==> config.mk <==
export PLATFORM = sky130hd
export DESIGN_NAME = pipe_hazard_ctrl_flat
export DESIGN_NICKNAME = d
export VERILOG_FILES = /design/src/rtl/pipe_hazard_ctrl_pkg.sv /design/src/rtl/pipe_hazard_ctrl_if.sv /design/src/rtl/pipe_hazard_ctrl_fwd_sel.sv /design/src/rtl/pipe_hazard_ctrl.sv /design/src/flat_wrapper.sv
export SDC_FILE = /design/constraint.sdc
export NUM_CORES = 1
export LEC_CHECK = 0
export CORE_UTILIZATION = 49
export DETAILED_ROUTE_END_ITERATION = 6
export GPL_TIMING_DRIVEN = 0
export PLACE_DENSITY = 0.82
export SYNTH_ARGS = -nofsm -noshare
export SYNTH_HDL_FRONTEND = slang
export SYNTH_SLANG_ARGS = --single-unit
==> constraint.sdc <==
create_clock -name clk -period 3.75 [get_ports clk]
set_input_delay 0.75 -clock clk [delete_from_list [all_inputs] [get_ports clk]]
set_output_delay 0.75 -clock clk [all_outputs]
set_load 0.005 [all_outputs]
==> src/rtl/pipe_hazard_ctrl_pkg.sv <==
// Shared encodings for the pipeline hazard controller: forwarding selects
// and the multiply/divide occupancy FSM states.
package pipe_pkg;

  localparam logic [1:0] FWD_RF     = 2'd0;
  localparam logic [1:0] FWD_EXALU  = 2'd1;
  localparam logic [1:0] FWD_MEMALU = 2'd2;
  localparam logic [1:0] FWD_MEMLD  = 2'd3;

  typedef enum logic {
    RUN    = 1'b0,
    MDWAIT = 1'b1
  } md_state_t;

endpackage

==> src/rtl/pipe_hazard_ctrl_if.sv <==
// Bundle between the pipeline datapath (master) and the hazard controller
// (slave): ID/EX/MEM stage status in, stage control and counters out.
interface pipe_hazard_ctrl_if #(
  parameter int CNT_W = 16
);
  logic [4:0]       id_rs;
  logic [4:0]       id_rt;
  logic             id_use_rs;
  logic             id_use_rt;
  logic             id_md;
  logic             id_hilo;
  logic             ex_wreg;
  logic             ex_m2reg;
  logic [4:0]       ex_rn;
  logic             mem_wreg;
  logic             mem_m2reg;
  logic [4:0]       mem_rn;
  logic             ex_br_taken;
  logic             pc_en;
  logic             ifid_en;
  logic             ifid_flush;
  logic             idex_bubble;
  logic             md_start;
  logic [1:0]       fwda;
  logic [1:0]       fwdb;
  logic             md_busy;
  logic [CNT_W-1:0] stall_cnt;
  logic [CNT_W-1:0] flush_cnt;

  modport master (
    output id_rs, id_rt, id_use_rs, id_use_rt, id_md, id_hilo,
    output ex_wreg, ex_m2reg, ex_rn, mem_wreg, mem_m2reg, mem_rn, ex_br_taken,
    input  pc_en, ifid_en, ifid_flush, idex_bubble, md_start,
    input  fwda, fwdb, md_busy, stall_cnt, flush_cnt
  );

  modport slave (
    input  id_rs, id_rt, id_use_rs, id_use_rt, id_md, id_hilo,
    input  ex_wreg, ex_m2reg, ex_rn, mem_wreg, mem_m2reg, mem_rn, ex_br_taken,
    output pc_en, ifid_en, ifid_flush, idex_bubble, md_start,
    output fwda, fwdb, md_busy, stall_cnt, flush_cnt
  );
endinterface

==> src/rtl/pipe_hazard_ctrl_fwd_sel.sv <==
// Operand forwarding select for one ID-stage source register.
// A load in EX cannot forward (its data is not ready); that case is a stall.
module fwd_sel
  import pipe_pkg::*;
(
  input  logic [4:0] id_r,
  input  logic       ex_wreg,
  input  logic       ex_m2reg,
  input  logic [4:0] ex_rn,
  input  logic       mem_wreg,
  input  logic       mem_m2reg,
  input  logic [4:0] mem_rn,
  output logic [1:0] fwd
);

  logic ex_hit;
  logic mem_hit;

  // Youngest producer wins: EX result beats the MEM result
  always_comb begin
    ex_hit  = ex_wreg & ~ex_m2reg & (ex_rn != 5'd0) & (ex_rn == id_r);
    mem_hit = mem_wreg & (mem_rn != 5'd0) & (mem_rn == id_r);
    if (ex_hit) begin
      fwd = FWD_EXALU;
    end else if (mem_hit && mem_m2reg) begin
      fwd = FWD_MEMLD;
    end else if (mem_hit) begin
      fwd = FWD_MEMALU;
    end else begin
      fwd = FWD_RF;
    end
  end

endmodule

==> src/rtl/pipe_hazard_ctrl.sv <==
// Five-stage pipeline hazard controller: forwarding, load-use and MD-unit
// stalls, branch flush, MD occupancy tracking and saturating event counters.
module pipe_hazard_ctrl
  import pipe_pkg::*;
#(
  parameter int MD_LAT = 32,
  parameter int CNT_W  = 16
) (
  input  logic               clk,
  input  logic               clrn,
  pipe_hazard_ctrl_if.slave  bus
);

  localparam int               MDC_W   = 6;
  localparam logic [MDC_W-1:0] MD_LOAD = MDC_W'(MD_LAT - 1);
  localparam logic [CNT_W-1:0] CNT_MAX = {CNT_W{1'b1}};

  md_state_t        state;
  md_state_t        state_nx;
  logic [MDC_W-1:0] md_cnt;
  logic [MDC_W-1:0] md_cnt_nx;
  logic [CNT_W-1:0] stall_cnt;
  logic [CNT_W-1:0] flush_cnt;
  logic             load_use;
  logic             md_haz;
  logic             stall;
  logic             md_busy;
  logic             md_start;

  fwd_sel u_fwda (
    .id_r      (bus.id_rs),
    .ex_wreg   (bus.ex_wreg),
    .ex_m2reg  (bus.ex_m2reg),
    .ex_rn     (bus.ex_rn),
    .mem_wreg  (bus.mem_wreg),
    .mem_m2reg (bus.mem_m2reg),
    .mem_rn    (bus.mem_rn),
    .fwd       (bus.fwda)
  );

  fwd_sel u_fwdb (
    .id_r      (bus.id_rt),
    .ex_wreg   (bus.ex_wreg),
    .ex_m2reg  (bus.ex_m2reg),
    .ex_rn     (bus.ex_rn),
    .mem_wreg  (bus.mem_wreg),
    .mem_m2reg (bus.mem_m2reg),
    .mem_rn    (bus.mem_rn),
    .fwd       (bus.fwdb)
  );

  // Hazard detection; md_busy is decoded from state so reset clears it at once
  always_comb begin
    load_use = bus.ex_wreg & bus.ex_m2reg & (bus.ex_rn != 5'd0) &
               ((bus.id_use_rs & (bus.ex_rn == bus.id_rs)) |
                (bus.id_use_rt & (bus.ex_rn == bus.id_rt)));
    md_busy  = (state == MDWAIT);
    md_haz   = md_busy & (bus.id_md | bus.id_hilo);
    stall    = (load_use | md_haz) & ~bus.ex_br_taken;
    md_start = bus.id_md & ~stall & ~bus.ex_br_taken;
  end

  // Stage enables: a taken branch squashes IF/ID and ID/EX and overrides stall
  always_comb begin
    bus.pc_en       = 1'b1;
    bus.ifid_en     = 1'b1;
    bus.ifid_flush  = 1'b0;
    bus.idex_bubble = 1'b0;
    if (bus.ex_br_taken) begin
      bus.ifid_flush  = 1'b1;
      bus.idex_bubble = 1'b1;
    end else if (stall) begin
      bus.pc_en       = 1'b0;
      bus.ifid_en     = 1'b0;
      bus.idex_bubble = 1'b1;
    end else begin
      bus.pc_en       = 1'b1;
      bus.ifid_en     = 1'b1;
    end
  end

  // MD occupancy next state; counter value 0 marks the last busy cycle
  always_comb begin
    state_nx  = state;
    md_cnt_nx = md_cnt;
    case (state)
      RUN: begin
        if (md_start) begin
          state_nx  = MDWAIT;
          md_cnt_nx = MD_LOAD;
        end else begin
          state_nx  = RUN;
        end
      end
      MDWAIT: begin
        if (md_cnt == {MDC_W{1'b0}}) begin
          state_nx  = RUN;
        end else begin
          md_cnt_nx = md_cnt - MDC_W'(1);
        end
      end
      default: begin
        state_nx  = RUN;
        md_cnt_nx = {MDC_W{1'b0}};
      end
    endcase
  end

  // MD state register
  always_ff @(posedge clk or negedge clrn) begin
    if (!clrn) begin
      state  <= RUN;
      md_cnt <= {MDC_W{1'b0}};
    end else begin
      state  <= state_nx;
      md_cnt <= md_cnt_nx;
    end
  end

  // Saturating stall/flush event counters
  always_ff @(posedge clk or negedge clrn) begin
    if (!clrn) begin
      stall_cnt <= {CNT_W{1'b0}};
      flush_cnt <= {CNT_W{1'b0}};
    end else begin
      if (stall && (stall_cnt != CNT_MAX)) begin
        stall_cnt <= stall_cnt + CNT_W'(1);
      end
      if (bus.ex_br_taken && (flush_cnt != CNT_MAX)) begin
        flush_cnt <= flush_cnt + CNT_W'(1);
      end
    end
  end

  assign bus.md_busy   = md_busy;
  assign bus.md_start  = md_start;
  assign bus.stall_cnt = stall_cnt;
  assign bus.flush_cnt = flush_cnt;

endmodule

==> src/flat_wrapper.sv <==
// flat-port wrapper written by rule: the top's interface ports become plain ports
module pipe_hazard_ctrl_flat import pipe_pkg::*;
#(
  parameter int MD_LAT = 32,
  parameter int CNT_W  = 16
)
  (clk, clrn, bus_id_rs, bus_id_rt, bus_id_use_rs, bus_id_use_rt, bus_id_md, bus_id_hilo, bus_ex_wreg, bus_ex_m2reg, bus_ex_rn, bus_mem_wreg, bus_mem_m2reg, bus_mem_rn, bus_ex_br_taken, bus_pc_en, bus_ifid_en, bus_ifid_flush, bus_idex_bubble, bus_md_start, bus_fwda, bus_fwdb, bus_md_busy, bus_stall_cnt, bus_flush_cnt);
  pipe_hazard_ctrl_if #(.CNT_W(CNT_W)) bus_i ();
  input  logic clk;
  input  logic clrn;
  input wire logic [$bits(bus_i.id_rs)-1:0] bus_id_rs;
  input wire logic [$bits(bus_i.id_rt)-1:0] bus_id_rt;
  input wire logic [$bits(bus_i.id_use_rs)-1:0] bus_id_use_rs;
  input wire logic [$bits(bus_i.id_use_rt)-1:0] bus_id_use_rt;
  input wire logic [$bits(bus_i.id_md)-1:0] bus_id_md;
  input wire logic [$bits(bus_i.id_hilo)-1:0] bus_id_hilo;
  input wire logic [$bits(bus_i.ex_wreg)-1:0] bus_ex_wreg;
  input wire logic [$bits(bus_i.ex_m2reg)-1:0] bus_ex_m2reg;
  input wire logic [$bits(bus_i.ex_rn)-1:0] bus_ex_rn;
  input wire logic [$bits(bus_i.mem_wreg)-1:0] bus_mem_wreg;
  input wire logic [$bits(bus_i.mem_m2reg)-1:0] bus_mem_m2reg;
  input wire logic [$bits(bus_i.mem_rn)-1:0] bus_mem_rn;
  input wire logic [$bits(bus_i.ex_br_taken)-1:0] bus_ex_br_taken;
  output wire logic [$bits(bus_i.pc_en)-1:0] bus_pc_en;
  output wire logic [$bits(bus_i.ifid_en)-1:0] bus_ifid_en;
  output wire logic [$bits(bus_i.ifid_flush)-1:0] bus_ifid_flush;
  output wire logic [$bits(bus_i.idex_bubble)-1:0] bus_idex_bubble;
  output wire logic [$bits(bus_i.md_start)-1:0] bus_md_start;
  output wire logic [$bits(bus_i.fwda)-1:0] bus_fwda;
  output wire logic [$bits(bus_i.fwdb)-1:0] bus_fwdb;
  output wire logic [$bits(bus_i.md_busy)-1:0] bus_md_busy;
  output wire logic [$bits(bus_i.stall_cnt)-1:0] bus_stall_cnt;
  output wire logic [$bits(bus_i.flush_cnt)-1:0] bus_flush_cnt;
  assign bus_i.id_rs = bus_id_rs;
  assign bus_i.id_rt = bus_id_rt;
  assign bus_i.id_use_rs = bus_id_use_rs;
  assign bus_i.id_use_rt = bus_id_use_rt;
  assign bus_i.id_md = bus_id_md;
  assign bus_i.id_hilo = bus_id_hilo;
  assign bus_i.ex_wreg = bus_ex_wreg;
  assign bus_i.ex_m2reg = bus_ex_m2reg;
  assign bus_i.ex_rn = bus_ex_rn;
  assign bus_i.mem_wreg = bus_mem_wreg;
  assign bus_i.mem_m2reg = bus_mem_m2reg;
  assign bus_i.mem_rn = bus_mem_rn;
  assign bus_i.ex_br_taken = bus_ex_br_taken;
  assign bus_pc_en = bus_i.pc_en;
  assign bus_ifid_en = bus_i.ifid_en;
  assign bus_ifid_flush = bus_i.ifid_flush;
  assign bus_idex_bubble = bus_i.idex_bubble;
  assign bus_md_start = bus_i.md_start;
  assign bus_fwda = bus_i.fwda;
  assign bus_fwdb = bus_i.fwdb;
  assign bus_md_busy = bus_i.md_busy;
  assign bus_stall_cnt = bus_i.stall_cnt;
  assign bus_flush_cnt = bus_i.flush_cnt;
  pipe_hazard_ctrl #(.MD_LAT(MD_LAT), .CNT_W(CNT_W)) u_core (.clk(clk), .clrn(clrn), .bus(bus_i));
endmodule
==> results.cfg <==
[setup_path]
critPathKind = input pin to output port
cp-start-kind = input pin
slowest_delay_ns = 0.45
critPathArrivalTime_ns = 2.86
path_max_fanout = 6
critical-path-slowest-cell = clkdlybuf4s50_1
path_buf_inv = 3
crit_chain = clkdlybuf4s50_1 -> xor2_1 -> nor3_1 -> nand3_1 -> a211oi_4 -> o21ai_2 -> buf_4 -> clkdlybuf4s50_1
end_kind = output port
crit_family = buffers and inverters
crit_required_ns = 3.00
path_common_cell = clkdlybuf4s50_1
r2r_slack_ns = 1.63

[synthesis]
synthTopCellsByCount = dfrtp_1, xnor2_1, xor2_1, nand2_1, nand3_1
synth-main-ff-cell = dfrtp_1
ys_warn_count = 0
synth_top_area_cell = dfrtp_1
synth_top_area_frac = 0.452
synth-seq-cells = 39
async_flop_share = 1.00
avgSynthCellArea_um2 = 10.4
synth_cell_type_count = 42
syn-num-nets = 242
synth-edff-count = 0
syn-instance-count = 208
synth.cell_area_mm2 = 0.00216
yosysMostFrequentCell = dfrtp_1
synth_area_leaders = dfrtp_1, xnor2_1, xor2_1
yosysSeqAreaShare = 0.452

[cts]
path_clk_slew_ns = 0.08
cts_buffer_depth = 2
cts_root_buffer = clkbuf_8
cts_tree = yes
insertion_delay_ns = 0.29
clock-sinks = 39
htreeDepth = 2
cts_made_buffers = 5

[routing]
first_pass_iters = 4
avgRoutedWirePerCell_um = 14.7
drc = 0
avgViaCountPerCell = 5.24
wl_mm = 4.97
antenna_left = 0
drt_iter0_drc = 102
vias = 1776

[cells_and_area]
syn_to_final_growth_pct = 41.3
nets = 322
finalInstanceArea_mm2 = 0.00305
antenna_cells = 0
instances_no_fill = 339
drive_above_1_share = 0.0934

[grt]
grt_pass1_vias = 1727
grt_max_degree = 40
grt_util_all_layers = 0.228
overflow = 0
grt_first_pass_wirelength_mm = 7.74
antenna_found_initial = 0

[timing]
finClkSkew_ns = 0.00768
worst_slew_pin_slew_ns = 0.843
min_period_over_period = 0.962
fin_crit_ns = 3.61
timing_hold_violations_final = 0
fmax_ghz = 0.277
whs_ns = 0.489
setup_viol = 0
rsz0062_at_grt = no
maxSlewHeadroom = 0.438
slew_violations = 0

[pwr]
p_leak_nw = 1.33
peakVddDrop_mv = 0.361
powerDensity_mw_per_mm2 = 397
power_mw = 1.21

[placed_design]
numPortBuffers = 72
dp.final_hpwl_mm = 3.89
placedCellCount = 330
gp_congestion = 0.834
place_area_mm2 = 0.00294

[die]
core_area_mm2 = 0.00412
die_w_um = 68.4
fp.dieH_um = 68.4
io_pins = 73
dieArea_mm2 = 0.00468
row_count = 23
initial_utilization = 0.525

[status]
status = complete, no violations

[worst_hold_path]
hold_path.class = flip-flop to flip-flop

[run]
drv_cap = 0
## state kept, by name, summed over array words and instances (netlist names)
signal	count
u_core.bus.flush_cnt	16
u_core.bus.md_busy	1
u_core.bus.stall_cnt	16
u_core.md_cnt	6
## metrics by stage
step / setup slack (ns) / TNS [ns] / utilization
after floorplan: 0.903 / 0 / -
after global placement: -0.179 / -0.389 / 0.715
after detailed placement: -0.194 / -0.434 / 0.714
after CTS: -0.0549 / -0.0549 / 0.734
after global routing: 0.0145 / 0 / 0.742
final: 0.142 / 0 / 0.742
## layout by cell type (no fill, tap or decap), types with 3 or more instances in the layout
master / Yosys / final
and3_1: 8 / 8
and4_1: 3 / 3
buf_2: 2 / 3
buf_4: 2 / 3
clkbuf_8: 0 / 5
clkdlybuf4s50_1: 0 / 64
dfrtp_1: 39 / 39
dlygate4sd2_1: 0 / 4
dlymetal6s2s_1: 0 / 3
ha_1: 3 / 3
inv_1: 9 / 8
mux2_2: 3 / 3
nand2_1: 14 / 14
nand3_1: 12 / 12
nand4_1: 10 / 10
nor2_1: 7 / 7
nor3_1: 7 / 6
o21ai_0: 4 / 4
xnor2_1: 29 / 29
xor2_1: 23 / 23
## repair_timing
| item | in CTS | in global routing |
|---|---|---|
| setup buffers | 0 | 1 |
| pin swaps | 0 | 4 |
| hold buffers | 0 | 0 |
| resized for setup | 5 | 7 |
| setup endpoints to repair | 3 | 3 |
| hold endpoints to repair | 0 | 0 |
## worst register-to-register path, delay by kind of cell, from the launching register on
family	cells	cell delay, ns
compound gates	1	0.59
simple gates	2	0.49
flops	1	0.38
mux	1	0.29
fa+ha+maj	1	0.18
buf+inv	1	0.08
## final timing paths
| check | start | to | depth (start not counted) |
|---|---|---|---|
| setup reg to reg | u_core.md_cnt[0] | u_core.md_cnt[0] | 6 |
| hold reg to reg | u_core.bus.flush_cnt[13] | u_core.bus.flush_cnt[13] | 1 |
| max in group asynchronous | clrn | u_core.bus.stall_cnt[3] | 1 |
| hold / removal | u_core.bus.flush_cnt[13] | u_core.bus.flush_cnt[13] | 1 |
| setup / recovery | bus_id_rs[2] | bus_pc_en | 8 |
| min in group asynchronous | clrn | u_core.bus.flush_cnt[13] | 1 |
## metal layers
layer,up-vias,part of all wire,wire (µm),global-route usage
li1,887,-,-,-
met1,840,0.41,2050,0.243
met2,38,0.53,2620,0.429
met3,11,0.038,189,0.0483
met4,0,0.022,108,0.0911
met5,-,0,0,0
## report_power, final
part	total [mW]	internal, mW	switching (mW)
registers	0.582	0.491	0.0915
logic	0.354	0.232	0.122
clock network	0.275	0.130	0.145
total	1.21	0.853	0.359
## layout make-up
| class | instances | area [µm²] |
|---|---|---|
| Sequential cell | 39 | 976 |
| Clock buffer | 6 | 72.6 |
| Buffer | 5 | 28.8 |
| Timing Repair Buffer | 73 | 726 |
| Fill cell | 309 | 1060 |
| Multi-Input combinational cell | 155 | 1140 |
| Inverter | 9 | 36.3 |
| Tap cell | 50 | 62.6 |
| Clock inverter | 2 | 12.5 |
## cells by family after synthesis
logic type               after synthesis  share of synthesized area
AO/OA/AOI/OAI                         19                     0.0689
XOR/XNOR                              52                      0.211
adder cells (fa/ha/maj)                3                     0.0174
buffers and inverters                 14                     0.0289
flip-flops                            39                      0.452
multiplexers                           3                     0.0156
AND/OR/NAND/NOR                       78                      0.207
No activity file was read; power rests on OpenSTA's default activity.
